$ cat src/rtl/stream_mux_rr.sv
// Clocked N-channel stream multiplexer with fixed-select or round-robin grant
// and a one-deep output register. Packet locking via STREAM_MUX_RR_LOCK_EN.
module stream_mux_rr #(
    parameter int WIDTH    = 8,
    parameter int CHANNELS = 8,
    parameter int SELW     = 3
) (
    input  logic                      clk,
    input  logic                      reset,
    input  logic                      mode,
    input  logic [SELW-1:0]           sel,
    input  logic [CHANNELS*WIDTH-1:0] in_data,
    input  logic [CHANNELS-1:0]       in_valid,
    output logic [CHANNELS-1:0]       in_ready,
    output logic [WIDTH-1:0]          y,
    output logic                      y_valid,
    input  logic                      y_ready,
    output logic [SELW-1:0]           y_chan
`ifdef STREAM_MUX_RR_LOCK_EN
    ,
    input  logic [CHANNELS-1:0]       in_last,
    output logic                      y_last
`endif
);

    logic [SELW-1:0]  ptr;
    logic [SELW-1:0]  gnt;
    logic [SELW-1:0]  ptr_next;
    logic [SELW-1:0]  idx;
    logic [WIDTH-1:0] beat;
    logic             gnt_valid;
    logic             load;
    logic             xfer;
    int               j;

`ifdef STREAM_MUX_RR_LOCK_EN
    logic             lock_active;
    logic [SELW-1:0]  lock_chan;
`endif

    // The output register can take a new beat when empty or being drained.
    assign load = ~y_valid | y_ready;

    // NOTE: every variable gets a default at the top of the block so no path
    // leaves it unassigned, which would otherwise infer a latch.
    always_comb begin
        gnt       = '0;
        gnt_valid = 1'b0;
        idx       = '0;
        j         = 0;
        if (mode) begin
            for (int k = 0; k < CHANNELS; k++) begin
                j = int'(ptr) + k;
                if (j >= CHANNELS) j = j - CHANNELS;
                idx = SELW'(j);
                if (!gnt_valid && in_valid[idx]) begin
                    gnt       = idx;
                    gnt_valid = 1'b1;
                end
            end
        end else if ((int'(sel) < CHANNELS) && in_valid[sel]) begin
            gnt       = sel;
            gnt_valid = 1'b1;
        end
`ifdef STREAM_MUX_RR_LOCK_EN
        // An open packet pins the grant regardless of mode, sel and ptr.
        if (lock_active) begin
            gnt       = lock_chan;
            gnt_valid = in_valid[lock_chan];
        end
`endif
    end

    assign xfer     = load & gnt_valid & ~reset;
    assign ptr_next = (gnt == SELW'(CHANNELS - 1)) ? '0 : gnt + SELW'(1);

    always_comb begin
        in_ready = '0;
        beat     = '0;
        for (int i = 0; i < CHANNELS; i++) begin
            if (gnt == SELW'(i)) begin
                in_ready[i] = xfer;
                beat        = in_data[i*WIDTH +: WIDTH];
            end
        end
    end

    // NOTE: sequential state uses non-blocking assignments so every register
    // samples the pre-edge values, independent of statement order.
    always_ff @(posedge clk) begin
        if (reset) begin
            y       <= '0;
            y_valid <= 1'b0;
            y_chan  <= '0;
`ifdef STREAM_MUX_RR_LOCK_EN
            y_last  <= 1'b0;
`endif
        end else if (load) begin
            if (xfer) begin
                y       <= beat;
                y_chan  <= gnt;
                y_valid <= 1'b1;
`ifdef STREAM_MUX_RR_LOCK_EN
                y_last  <= in_last[gnt];
`endif
            end else begin
                y_valid <= 1'b0;
            end
        end
    end

`ifdef STREAM_MUX_RR_LOCK_EN
    always_ff @(posedge clk) begin
        if (reset) begin
            ptr         <= '0;
            lock_active <= 1'b0;
            lock_chan   <= '0;
        end else if (xfer) begin
            if (in_last[gnt]) begin
                ptr         <= ptr_next;
                lock_active <= 1'b0;
            end else begin
                lock_active <= 1'b1;
                lock_chan   <= gnt;
            end
        end
    end
`else
    always_ff @(posedge clk) begin
        if (reset) begin
            ptr <= '0;
        end else if (xfer) begin
            ptr <= ptr_next;
        end
    end
`endif

endmodule

$ cat config.mk
export PLATFORM = sky130hd
export DESIGN_NAME = stream_mux_rr
export DESIGN_NICKNAME = d
export VERILOG_FILES = /design/src/rtl/stream_mux_rr.sv
export SDC_FILE = /design/constraint.sdc
export NUM_CORES = 1
export LEC_CHECK = 0
export CAP_MARGIN = 20
export CORE_MARGIN = 2
export CORE_UTILIZATION = 40
export CTS_BUF_LIST = sky130_fd_sc_hd__clkbuf_8 sky130_fd_sc_hd__clkbuf_16
export DETAILED_ROUTE_END_ITERATION = 7
export GPL_TIMING_DRIVEN = 0
export MAX_ROUTING_LAYER = met4
export PLACE_DENSITY = 0.84
export SLEW_MARGIN = 10
export SYNTH_ARGS = -nofsm -noshare
export SYNTH_HDL_FRONTEND = slang
export SYNTH_SLANG_ARGS = --single-unit
$ cat constraint.sdc
create_clock -name clk -period 6.2 [get_ports clk]
set_clock_uncertainty 0.05 [all_clocks]
set_input_delay 0.93 -clock clk [delete_from_list [all_inputs] [get_ports clk]]
set_output_delay 0.93 -clock clk [all_outputs]
set_load 0.02 [all_outputs]
==> impl_results.md <==
- Final non-filler cell total: 482
- Synthesized flop and latch total: 15
- Final setup TNS: 0 ns
- Final net count: 493
- Sequential fraction of the synthesis area: 12.18%
- CTS sink cnt: 15
- Most frequent cells in the layout: clkdlybuf4s50_1 (90), a21oi_1 (34), nor2_1 (24)
- CTS tree: built
- CORE AREA: 5956 sq um
- Critical-path maximum fanout: 10
- Syn_nets: 393
- Main flop type after synthesis: dfxtp_1
- GRT met3 Usage: 3.152%
- Critical Path AT: 4.98 ns
- TritonRoute pass-1 iters: 5
- Post-synth top area cell: dfxtp_1
- GR peak layer: met2
- Leakage: 0.001391 uW
- Required time of the critical path: 5.22 ns
- Clock Tree Root: clkbuf_8
- Via-per-instance ratio: 6.346
- Crit-path cells: buf_6 -> buf_4 -> inv_1 -> ha_4 -> buf_6 -> mux2_1 -> a221o_2 -> o32ai_4 -> a21boi_1 -> o221ai_1 -> a32oi_2 -> buf_4 -> buf_4 -> inv_1 -> ha_1 -> clkbuf_2 -> and3_4 -> dlygate4sd2_1
- Vias: 3059
- Die Footprint: 6806 sq um
- First-pass GRT wire length: 14440 um
- WS Path Type: reg -> out
- Switch share: 47.06%
- Number of remaining DRC errors: 0
- Post-synth cell types: 60
- Period Utilization, post-route: 96.06%
- Port bufs: 96
- WL per Instance: 19.02 um
- Largest net degree at the start of global routing: 20
- Hold_buf cts: 0
- Starting Density: 41.39%
- Worst path slowest cell: a221o_2
- Share of layout cells above drive strength 1: 12.29%
- Area grow syn2layout: 47.66%
- Tot GR Track Use: 28.22%
- Worst-path clk slew: 0.08 ns
- Worst-skew pair later-pin latency: 0.26 ns
- Post-DP HPWL: 7064 um
- Hold crit path type: reg -> reg
- Headroom to the max-slew limit: 59.20%
- Synth Cell Area: 2465 sq um
- Cell mode on critical path: buf_4
- Avg Inst Size Synth: 8.003 sq um
- Total gr overflow: 0
- Status: finished clean
- Routed Antenna Nets: 0
- CTS buffer count: 3
- Inst Count DP: 479
- Critical R2R Launch: ptr[0]$_SDFFE_PP0P_
- Area fraction of the dominant cell type after synthesis: 12.18%
- Final instance area: 3640 sq um
- CP Launch Point: ptr[0]$_SDFFE_PP0P_
- Most common cell after layout, fill and taps aside: clkdlybuf4s50_1
- Overall Power: 789.0 uW
- Flop-to-flop setup slack: 0.84 ns
- Maximum Capacitance Violations: 0
- Post-synth EDFFs: 0
- Top cells by area, synth: dfxtp_1 (12%), mux4_2 (8.2%), a21oi_1 (6.9%)
- Initial antenna violation count: 0
- Met1 usage: 34.13%
- Clk buf depth: 2
- P_int: 417.6 uW
- Vias in the first global route: 3075
- Comb pwr share: 73.6%
- Async S/R FF share, synth: 0%
- Number of diodes: 0
- Peak supply drop: 0.1232 mV
- Routed wire length: 9170 um
- Die height: 82.50 um
- Sequential share of power: 15.2%
- RD Place Congestion: 0.9868
- Slew @ Worst Pin: 0.6121 ns
- Endpoints failing hold: 0
- Post-Synthesis Cells: 308
- Final Setup Violations: 0
- Clock network power share: 11.1%
- Met2 GRT Util: 47.82%
- I/O pins: 99
- Fmax: 167.9 MHz
- Unrepaired setup endpoints after global routing: no
- Tmin final: 5.956 ns
- Power Density: 216.8 nW/um^2
- CP Capture Type: output port
- FP Rows: 28
- Switching power: 371.3 uW
- Max Transition Viols Final: 0
- Initial DRC count: 281
- YS warnings: 0
- H-tree levels: 1
- Nature of the critical path startpoint: flop
- Die width: 82.50 um
- Critical path's largest stage delay: 0.45 ns
- HP Start: y_chan[1]$_SDFFE_PP0P_
- Placement Cell Area: 3520 sq um
## power groups by stage
stage          clock network, uW  registers (uW)  logic [uW]
6_report                    87.6             120         581
5_1_grt                     90.8             121         623
3_5_place_dp                   0             122         549
2_1_floorplan                  0             133         363
4_1_cts                     85.8             120         555
3_3_place_gp                   0             121         544
## flip-flops by register name (all words and copies together) (netlist names)
name / flops
y_chan: 3
y: 8
ptr: 3
y_valid: 1
## area by class of cell
class / count / area, sq um
plain buffers: 23 / 140.1
clock buffers: 3 / 41.29
clock inverters: 1 / 5.005
fillers: 532 / 2316
inverters: 17 / 70.07
multi-input cells: 250 / 2001
flip-flops and latches: 15 / 301.5
well taps: 75 / 93.84
repair buffers: 98 / 987.2
## stage by stage
step                worst slack [ns]  hold slack (ns)  util [%]
finish                        0.2442           0.4539     61.11
detailed placement           -0.3101           0.4316     59.10
floorplan                      1.016           0.5209         -
CTS                          0.01902           0.4520     59.98
global placement             -0.2833           0.4236     59.10
global route                 0.03065           0.4916     61.11
## critical path, delay by kind of cell, from the launching register on
kind	cells	cell delay, ns
multiplexers	1	0.37
AO/OA/AOI/OAI	5	1.42
adder cells (fa/ha/maj)	2	0.53
AND/OR/NAND/NOR	1	0.24
buffers and inverters	9	1.74
flip-flops	1	0.40
## cell families (layout without fill, tap and decap cells)
group	Yosys count	after routing	synth area share, %
and+or+nand+nor	88	88	18.63
AOI/OAI and AO/OA	120	120	36.30
buffers and inverters	43	142	8.273
xor gates and xnor gates	3	3	1.066
muxes	33	33	20.51
adders and majority gates	6	6	3.046
DFF	15	15	12.18
## per-layer routing
| metal | vias up | share of wire [%] |
|---|---|---|
| li1 | 1415 | - |
| met1 | 1419 | 39 |
| met2 | 191 | 49 |
| met3 | 34 | 8.3 |
| met4 | 0 | 3.2 |
| met5 | - | 0 |
## timing repair
action                     in CTS  in global routing
hold endpoints to repair        0                  0
setup buffers                   0                  2
setup endpoints to repair       6                  6
pin swaps                       0                  0
gates resized for setup        11                 12
## Yosys cell counts (5+ instances only)
master	n
and3_1	7
mux4_2	9
dfxtp_1	15
mux2i_1	13
a31oi_1	9
nand4_1	10
nand2_1	13
a2111o_1	8
ha_1	6
a22oi_1	10
nor2b_1	6
nor2_1	24
a22o_1	7
a211o_1	7
a21oi_1	34
o21ai_0	13
inv_1	15
nand3_1	14
mux2_2	5
clkbuf_1	15
## final timing paths
path | to | cells after the start
min | y_chan[1]$_SDFFE_PP0P_ | 2
max reg2reg | y[4]$_SDFFE_PP0P_ | 21
max | in_ready[7] | 18
min reg2reg | y_chan[1]$_SDFFE_PP0P_ | 2
Power figures use the tool's default switching activity.
